**config.mk**
```make
export PLATFORM = sky130hd
export DESIGN_NAME = tag_alloc_ctrl
export DESIGN_NICKNAME = d
export VERILOG_FILES = /design/src/rtl/tag_alloc_ctrl.sv
export SDC_FILE = /design/constraint.sdc
export NUM_CORES = 1
export LEC_CHECK = 0
export ABC_AREA = 1
export BUFFER_PORTS_ARGS = -buffer_cell sky130_fd_sc_hd__buf_4
export CAP_MARGIN = 40
export CORE_MARGIN = 1.5
export CORE_UTILIZATION = 35
export DETAILED_ROUTE_END_ITERATION = 10
export GPL_TIMING_DRIVEN = 0
export SLEW_MARGIN = 10
export SYNTH_ARGS = -nofsm -noshare
export SYNTH_HDL_FRONTEND = slang
export SYNTH_SLANG_ARGS = --single-unit
```
**constraint.sdc**
```tcl
create_clock -name clk -period 8.4 [get_ports clk]
set_input_delay 0.42 -clock clk [delete_from_list [all_inputs] [get_ports clk]]
set_output_delay 0.42 -clock clk [all_outputs]
set_load 0.1 [all_outputs]
```
**src/rtl/tag_alloc_ctrl.sv**
```systemverilog
// Physical-tag allocation sequencer: prefetches free tags into a FIFO and grants them to rename slots.
// Optional stall-cycle statistics port is enabled by defining TAG_ALLOC_STATS_EN.
module tag_alloc_ctrl #(
    parameter int NUM_UOPS    = 3,
    parameter int QDEPTH      = 8,
    parameter int TAG_W       = 6,
    parameter int RECOVER_CYC = 2
) (
    input  logic                      clk,
    input  logic                      rst,
    input  logic                      IN_mispr,
    input  logic [NUM_UOPS*TAG_W-1:0] IN_freeTags,
    input  logic [NUM_UOPS-1:0]       IN_freeTagsValid,
    output logic [NUM_UOPS-1:0]       OUT_freeTake,
    input  logic [NUM_UOPS-1:0]       IN_req,
    output logic [NUM_UOPS-1:0]       OUT_grant,
    output logic [NUM_UOPS*TAG_W-1:0] OUT_tag,
    output logic                      OUT_stall,
    output logic [1:0]                OUT_state,
    output logic [$clog2(QDEPTH):0]   OUT_count
`ifdef TAG_ALLOC_STATS_EN
    ,
    output logic [31:0]               OUT_stallCycles
`endif
);

    localparam int PTR_W = $clog2(QDEPTH);
    localparam int CNT_W = PTR_W + 1;
    localparam int FC_W  = $clog2(RECOVER_CYC + 1);

    typedef enum logic [1:0] {
        RUN    = 2'd0,
        FLUSH  = 2'd1,
        REFILL = 2'd2
    } state_t;

    state_t             state_q, state_d;
    logic [PTR_W-1:0]   rd_q, rd_d, wr_q, wr_d;
    logic [CNT_W-1:0]   count_q, count_d;
    logic [FC_W-1:0]    fc_q, fc_d;
    logic [TAG_W-1:0]   fifo_q [QDEPTH];
    logic [TAG_W-1:0]   fifo_d [QDEPTH];

    logic [CNT_W-1:0]   n_req, gcnt, tcnt, space;
    logic [PTR_W-1:0]   idx;
    logic               grant_ok, take_ok;

    always_comb begin
        state_d      = state_q;
        rd_d         = rd_q;
        wr_d         = wr_q;
        count_d      = count_q;
        fc_d         = fc_q;
        fifo_d       = fifo_q;
        OUT_grant    = '0;
        OUT_tag      = '0;
        OUT_freeTake = '0;
        OUT_stall    = 1'b1;
        n_req        = '0;
        gcnt         = '0;
        tcnt         = '0;
        idx          = '0;
        space        = CNT_W'(QDEPTH) - count_q;

        for (int i = 0; i < NUM_UOPS; i++)
            n_req = n_req + CNT_W'(IN_req[i]);

        // Atomic group: every requester is served or none is.
        grant_ok = rst && !IN_mispr && (state_q == RUN) && (n_req <= count_q);
        take_ok  = rst && !IN_mispr && ((state_q == RUN) || (state_q == REFILL));

        if (grant_ok) begin
            for (int i = 0; i < NUM_UOPS; i++) begin
                if (IN_req[i]) begin
                    idx                          = rd_q + PTR_W'(gcnt);
                    OUT_grant[i]                 = 1'b1;
                    OUT_tag[i*TAG_W +: TAG_W]    = fifo_q[idx];
                    gcnt                         = gcnt + 1'b1;
                end
            end
        end

        if (rst && (state_q == RUN) && (grant_ok || (n_req == '0)))
            OUT_stall = 1'b0;

        // Space uses the registered count, so same-cycle grants free nothing yet.
        if (take_ok) begin
            for (int i = 0; i < NUM_UOPS; i++) begin
                if (IN_freeTagsValid[i] && (tcnt < space)) begin
                    idx             = wr_q + PTR_W'(tcnt);
                    OUT_freeTake[i] = 1'b1;
                    fifo_d[idx]     = IN_freeTags[i*TAG_W +: TAG_W];
                    tcnt            = tcnt + 1'b1;
                end
            end
        end

        count_d = count_q - gcnt + tcnt;
        rd_d    = rd_q + PTR_W'(gcnt);
        wr_d    = wr_q + PTR_W'(tcnt);

        if (IN_mispr) begin
            state_d = FLUSH;
            count_d = '0;
            rd_d    = wr_q;
            fc_d    = FC_W'(RECOVER_CYC);
        end else begin
            case (state_q)
                FLUSH: begin
                    if (fc_q <= FC_W'(1)) begin
                        state_d = REFILL;
                        fc_d    = '0;
                    end else begin
                        fc_d = fc_q - 1'b1;
                    end
                end
                REFILL: if (count_d >= CNT_W'(NUM_UOPS)) state_d = RUN;
                default: state_d = state_q;
            endcase
        end
    end

    always_ff @(posedge clk) begin
        if (!rst) begin
            state_q <= REFILL;
            rd_q    <= '0;
            wr_q    <= '0;
            count_q <= '0;
            fc_q    <= '0;
        end else begin
            state_q <= state_d;
            rd_q    <= rd_d;
            wr_q    <= wr_d;
            count_q <= count_d;
            fc_q    <= fc_d;
        end
    end

    always_ff @(posedge clk) begin
        fifo_q <= fifo_d;
    end

    assign OUT_state = state_q;
    assign OUT_count = count_q;

    a_no_underflow: assert property (@(posedge clk) disable iff (!rst) count_q >= gcnt);

`ifdef TAG_ALLOC_STATS_EN
    logic [31:0] stall_cycles_q, stall_cycles_d;

    always_comb begin
        stall_cycles_d = stall_cycles_q;
        if (rst && (state_q == RUN) && (|IN_req) && OUT_stall && (stall_cycles_q != 32'hFFFF_FFFF))
            stall_cycles_d = stall_cycles_q + 32'd1;
    end

    always_ff @(posedge clk) begin
        if (!rst) stall_cycles_q <= '0;
        else      stall_cycles_q <= stall_cycles_d;
    end

    assign OUT_stallCycles = stall_cycles_q;
`endif

endmodule

```
==> metrics.txt, run 1 <==
Clock Tree Buf Depth=2; Post-CTS Setup Repair Bufs=0; Area contributors post-synth=edfxtp_1, nand2_1, nand3_1, nor2_1, o21ai_0; Top Ports=58; Max Cap Viol=0; Clk pwr share=26.9%; RSZ-0062 raised after global routing=no; Clock Skew=0.009188 ns; register bit count reported by yosys=62; Die W=140.1 µm; post-detailed-route via-to-cell ratio=5.384; initial antenna violation count=0; Post-synth EDFFs=48; WP data arrival=5.09 ns; Pleak=3.491 nW; Net Switching=0.0006486 W; final instance area=0.007527 mm²; Worst slew margin=39.18%; Fin. Hold Viols=0; period utilization=57.03%; measured slew at the worst slew-check pin=0.9058 ns; CTS Hold Bufs=0; Clock Latency Late Sink=0.35 ns; routed wire length per instance=18.31 µm; Post-DP Area=0.007223 mm²; Critical Path RT=8.70 ns; Power Internal=0.0008492 W; Max Slew Vio Count=0; sequential cell area fraction in the yosys report=26.17%; Cell Pwr Density=199.0 mW/mm²; Reg-to-Reg End=OUT_state[1]$_SDFFE_PN1P_; Setup Slack @ Placement=3.665 ns; critical path class=reg2reg; FP Rows=49; ys async rst share=0%; Sw Share=43.30%; Mapped Cells=1,016; Worst Path Max Fanout=10; R2R Setup Slk=3.61 ns; Post-Syn Area=0.006579 mm²; Root Buffer=clkbuf_16; die height=140.1 µm; Final GP Congestion=0.9793; Synth Flop Type=edfxtp_1; r2r worst-path depth=29; Final WS setup=3.609 ns; setup TNS=0 ns; CP Launch Type=flop; Min-Delay Path Class=in2reg; Antenna diodes=0; first-pass GRT wire length=36.38 mm; gr usage total=24.41%; slowest CP cell=dfxtp_1; Cell variety after synth=44; CTS buffer count=9; DP HPWL=18.29 mm; Fmax=208.7 MHz; Seq pwr share=27.9%; Detailed Route WL=23.92 mm; R2R Path Start=OUT_count[0]$_SDFF_PP0_; total power=0.001498 W; most frequent cell on the critical path=nand2_1; Critical Path End Type=flop; WHS=0.3076 ns; final setup fails=0; nets=1,129; vias=7,031; port bufs=45; first-pass iteration count of the detailed router=5; Post-DRT Antenna Nets=0; Peak supply drop=0.00009924 V; Core Footprint=0.01821 mm²; clock sink count=62; yosys warns=0; Synthesized Nets=1,072; DRC viols=0; Initial Util=36.13%; die area=0.01963 mm²; number of global-route vias before repair=6,235; largest net degree at the start of global routing=32; Logic pwr share=45.2%; 1st-iter DRT viols=854; top cell type by total area after synthesis=edfxtp_1; Final min period=4.791 ns; htree depth=3; CTS resizes=0; CP startpoint=OUT_count[0]$_SDFF_PP0_; layout cells sized above 1=13.37%; CTS tree=yes; top cell type's share of synthesized area=21.91%; synth-to-layout area growth=14.42%; status=finished clean; Crit path largest cell delay=0.54 ns; grt ovf=0; CP endpoint=OUT_state[1]$_SDFFE_PN1P_; syn avg cell area=6.475 µm²; Reg clk slew, reported paths=0.06 ns
==> synth_stat cells (2+ instances only) <==
master    instances
xnor2_1           4
a21oi_1          66
nor2_1          110
nor2_2            7
edfxtp_1         48
ha_1             22
clkbuf_1         21
buf_6             7
xor2_1            6
nand2_4           4
buf_2            12
dfxtp_1          14
a31oi_1           5
nand3_1          90
nand3_4           2
nand3_2           5
o221a_2           2
o21ai_0          82
buf_4             8
nor3_1           18
nand4_1          36
o221ai_1          2
inv_2             9
nor2_4           11
a211oi_1         10
clkbuf_2          2
nand2_2           3
inv_1           103
nand2_1         272
fa_1              7
nand4_2           5
buf_1             5
o211ai_1          7
==> flip-flops by register name, indices dropped and copies added, names as in the netlist <==
signal / count
OUT_state: 2
fc_q: 2
fifo_q: 48
rd_q: 3
wr_q: 3
OUT_count: 4
==> area by class of cell <==
type | instances | area, µm²
multi-input cells | 786 | 4126
inverters | 113 | 424.2
plain buffers | 55 | 306.5
flip-flops and latches | 62 | 1722
fillers | 1962 | 10680
clock inverters | 5 | 75.07
repair buffers | 46 | 357.8
well taps | 229 | 286.5
clock buffers | 10 | 229.0
==> worst max-delay path, delay by kind of cell, from the launching register on <==
kind	cells	cell delay [ns]
AND/OR/NAND/NOR	17	1.57
adder cells (fa/ha/maj)	4	1.54
buffers and inverters	7	0.62
flip-flops	1	0.54
AO/OA/AOI/OAI	1	0.45
==> cell usage in the layout, fill, tap and decap left out, types with 10 or more instances in the layout <==
cell type | Yosys | final
nand2_1 | 272 | 272
nor2_1 | 110 | 110
inv_1 | 103 | 102
nand3_1 | 90 | 90
o21ai_0 | 82 | 82
a21oi_1 | 66 | 66
buf_4 | 8 | 53
edfxtp_1 | 48 | 48
nand4_1 | 36 | 36
clkbuf_1 | 21 | 22
ha_1 | 22 | 22
nor3_1 | 18 | 18
dfxtp_1 | 14 | 14
buf_2 | 12 | 12
nor2_4 | 11 | 11
inv_2 | 9 | 10
a211oi_1 | 10 | 10
==> worst min path at each step <==
stage / startpoint / to / slack, ns / cells past startpoint
after global placement: fc_q[0]$_SDFFE_PP0P_ / fc_q[0]$_SDFFE_PP0P_ / 0.45 / 2
final: IN_mispr / rd_q[0]$_SDFF_PN0_ / 0.31 / 2
after floorplan: fc_q[0]$_SDFFE_PP0P_ / fc_q[0]$_SDFFE_PP0P_ / 0.44 / 2
after CTS: IN_mispr / rd_q[0]$_SDFF_PN0_ / 0.30 / 2
after detailed placement: fc_q[0]$_SDFFE_PP0P_ / fc_q[0]$_SDFFE_PP0P_ / 0.46 / 2
after global routing: IN_mispr / rd_q[0]$_SDFF_PN0_ / 0.32 / 2
==> routing by layer <==
| metal | track usage, % | vias up | wire [µm] |
|---|---|---|---|
| li1 | - | 3500 | - |
| met1 | 34.29 | 3171 | 10950 |
| met2 | 38.02 | 329 | 10310 |
| met3 | 5.128 | 31 | 2284 |
| met4 | 6.482 | 0 | 373 |
| met5 | 0 | - | 0 |
==> metrics by stage <==
stage / cells / utilization (%)
after global placement: 1290 / 39.56
after detailed placement: 1291 / 39.67
after global routing: 1306 / 41.34
final: 1306 / 41.34
after floorplan: 1016 / -
after CTS: 1306 / 41.34
==> kinds of logic after synthesis <==
| kind of cell | count (synthesis) | share of synthesized area, % |
|---|---|---|
| AOI/OAI and AO/OA | 178 | 14.80 |
| adders and majority gates | 29 | 6.314 |
| xor gates and xnor gates | 10 | 1.331 |
| DFF | 62 | 26.17 |
| buffers and inverters | 168 | 11.11 |
| and+or+nand+nor | 569 | 40.28 |
==> power groups by stage <==
stage	clock [W]	sequential [W]	combinational [W]
3_5_place_dp	0	0.000422	0.000668
2_1_floorplan	0	0.000427	0.000492
3_3_place_gp	0	0.000423	0.000661
4_1_cts	0.000405	0.000416	0.000671
6_report	0.000402	0.000418	0.000677
5_1_grt	0.000416	0.000421	0.000752
Note: power is estimated with default switching activity, not from simulation.
==> run 2, diff against run 1 <==
==> constraint.sdc (replaced) <==
create_clock -name clk -period 4.31 [get_ports clk]
set_input_delay 0.2155 -clock clk [delete_from_list [all_inputs] [get_ports clk]]
set_output_delay 0.2155 -clock clk [all_outputs]
set_load 0.1 [all_outputs]
==> run 2 against run 1 <==
Against the previous run: sequential cell count unchanged; critical endpoint unchanged; combinational power up 110%; clock power up 63%; sequential power up 95%; highest routed layer unchanged; maximum frequency up 16%; largest power group unchanged; final cell count up 1.4%.
==> metrics.txt, run 2 (same netlist as run 1, synthesis figures left out) <==
Clock Tree Buf Depth=2 (unchanged); nets=1,146 (+1.5%); CP startpoint=OUT_count[1]$_SDFF_PP0_; Die W=140.1 µm (unchanged); DRC viols=0 (unchanged); htree depth=3 (unchanged); commonest non-fill, non-tap cells in the layout=nand2_1, nor2_1, inv_1, nand3_1, o21ai_0; clock sink count=62 (unchanged); Pleak=3.546 nW (+1.6%); synth-to-layout area growth=17.99%; R2R Path Start=OUT_count[1]$_SDFF_PP0_; most frequent cell on the critical path=nand2_1; critical path class=reg2reg; routed wire length per instance=18.11 µm (-1.1%); Crit path max-delay family=adder cells; Critical Path RT=4.60 ns (-4.10 ns); Min-Delay Path Class=in2reg; Reg clk slew, reported paths=0.05 ns (about the same); Core Footprint=0.01821 mm² (unchanged); FP Rows=49 (unchanged); final setup fails=0 (unchanged); WHS Endpoint=rd_q[0]$_SDFF_PN0_; layout cells sized above 1=16.89% (+3.5 points); hold wc startpoint=IN_mispr; Peak supply drop=0.0001830 V (+84%); Detail Route met3 WL=2.364 mm (+3.5%); Fin. Hold Viols=0 (unchanged); post-detailed-route via-to-cell ratio=5.457 (+1.4%); grt ovf=0 (unchanged); first-pass GRT wire length=37.76 mm (+3.8%); CTS tree=yes; port bufs=45 (unchanged); die height=140.1 µm (unchanged); r2r worst-path depth=29 (unchanged); Fmax=242.0 MHz (+16%); worst path buffer plus inverter count=7 (unchanged); Detailed Route WL=23.98 mm (+0.28%); Clock Latency Late Sink=0.35 ns (about the same); Worst Path Max Fanout=5 (-5); Root Buffer=clkbuf_16; Largest Register=fifo_q; measured slew at the worst slew-check pin=0.9055 ns (-0.0003271 ns); Antenna diodes=0 (unchanged); Hold Path Stages=2 (unchanged); number of global-route vias before repair=6,693 (+7.3%); first-pass iteration count of the detailed router=6 (+1); Clock Skew=0.006761 ns (-0.002427 ns); status=finished clean; Reg-to-Reg End=OUT_state[1]$_SDFFE_PN1P_; Critical Path End Type=flop; period utilization=95.88% (+39 points); Post-DRT Antenna Nets=0 (unchanged); Final WS setup=0.1777 ns (-3.432 ns); Worst slew margin=39.20% (about the same); Top Ports=58 (unchanged); Final GP Congestion=0.9267 (-5.4%); Setup Slack @ Placement=-0.2304 ns (-3.895 ns); routed length on met2=10.45 mm (+1.4%); initial antenna violation count=0 (unchanged); most common cell after layout, fill and taps aside=nand2_1; CTS Hold Bufs=0 (unchanged); CP Launch Type=flop; vias=7,225 (+2.8%); DP HPWL=18.34 mm (+0.31%); 1st-iter DRT viols=762 (-11%); setup TNS=0 ns (unchanged); gr usage total=24.93% (+0.52 points); top sig layer=met4; slowest CP cell=fa_1; R2R Setup Slk=0.18 ns (-3.43 ns); Final min period=4.132 ns (-0.6584 ns); Crit path largest cell delay=0.51 ns (-0.03 ns); Max Cap Viol=0 (unchanged); RSZ-0062 raised after global routing=yes; Cell Pwr Density=374.4 mW/mm² (+88%); largest net degree at the start of global routing=30 (-6.3%); Max Slew Vio Count=0 (unchanged); wire length on met1=10.65 mm (-2.7%); CTS buffer count=9 (unchanged); WP data arrival=4.43 ns (-0.66 ns); WHS=0.1164 ns (-0.1912 ns); max FFs per register=48 (unchanged); Initial Util=36.13% (unchanged); die area=0.01963 mm² (unchanged)
## run 2: cell count changes in the layout (fill, tap and decap cells not counted), sizes merged
cell / change
buf: +17
bufinv: -2
clkinv: +2
clkinvlp: +3
inv: -2
## run 2: power breakdown
part           internal (W)  switching (W)  leakage, nW
logic              0.000484       0.000948         2.86
registers          0.000740      0.0000773        0.563
clock network      0.000380       0.000276        0.125
total               0.00160        0.00130         3.55
## run 2: per-stage QoR
| stage | power [W] | cell area (µm²) | utilization (%) | instances |
|---|---|---|---|---|
| after global routing | 0.003088 | 7762 | 42.63 | 1324 |
| after detailed placement | 0.002139 | 7288 | 40.03 | 1291 |
| final | 0.002906 | 7762 | 42.63 | 1324 |
| after floorplan | 0.001802 | 6644 | - | 1016 |
| after CTS | 0.002820 | 7619 | 41.84 | 1312 |
| after global placement | 0.002122 | 7268 | 39.92 | 1290 |
## run 2: worst reg2reg max path: cells and delay by family (launching register included)
| family | cells | cell delay, ns |
|---|---|---|
| adders and majority gates | 4 | 1.46 |
| and+or+nand+nor | 17 | 1.36 |
| buffers and inverters | 7 | 0.52 |
| AOI/OAI and AO/OA | 1 | 0.38 |
| DFF | 1 | 0.37 |
## run 2: layout make-up
cell class                      count  area, µm²
Fill cell                        1948      10450
Multi-Input combinational cell    786       4263
Sequential cell                    62       1732
Timing Repair Buffer               63      485.5
Inverter                          113      431.7
Buffer                             55      306.5
Tap cell                          229      286.5
Clock buffer                       10      229.0
Clock inverter                      6      28.78
## run 2: how the worst max path moves through the flow
stage / to / slack (ns) / cells past startpoint
2_1_floorplan: OUT_tag[10] / -0.01 / 9
3_3_place_gp: OUT_state[1]$_SDFFE_PN1P_ / -0.28 / 16
3_5_place_dp: OUT_state[1]$_SDFFE_PN1P_ / -0.23 / 32
4_1_cts: OUT_state[1]$_SDFFE_PN1P_ / 0.008 / 29
5_1_grt: OUT_state[1]$_SDFFE_PN1P_ / -0.06 / 29
6_report: OUT_state[1]$_SDFFE_PN1P_ / 0.18 / 29
## run 2: timing repair
item	4_1_cts	5_1_grt
endpoints found under the setup margin	2	3
gates cloned	0	0
buffers inserted	5	12
resized for setup	6	13
hold endpoints to repair	0	0
pin swaps	4	15
## run 2: per-layer routing
| layer | global-route usage, % | vias up |
|---|---|---|
| met4 | 8.033 | 0 |
| li1 | - | 3534 |
| met3 | 4.410 | 46 |
| met2 | 38.47 | 376 |
| met5 | 0 | - |
| met1 | 35.30 | 3269 |
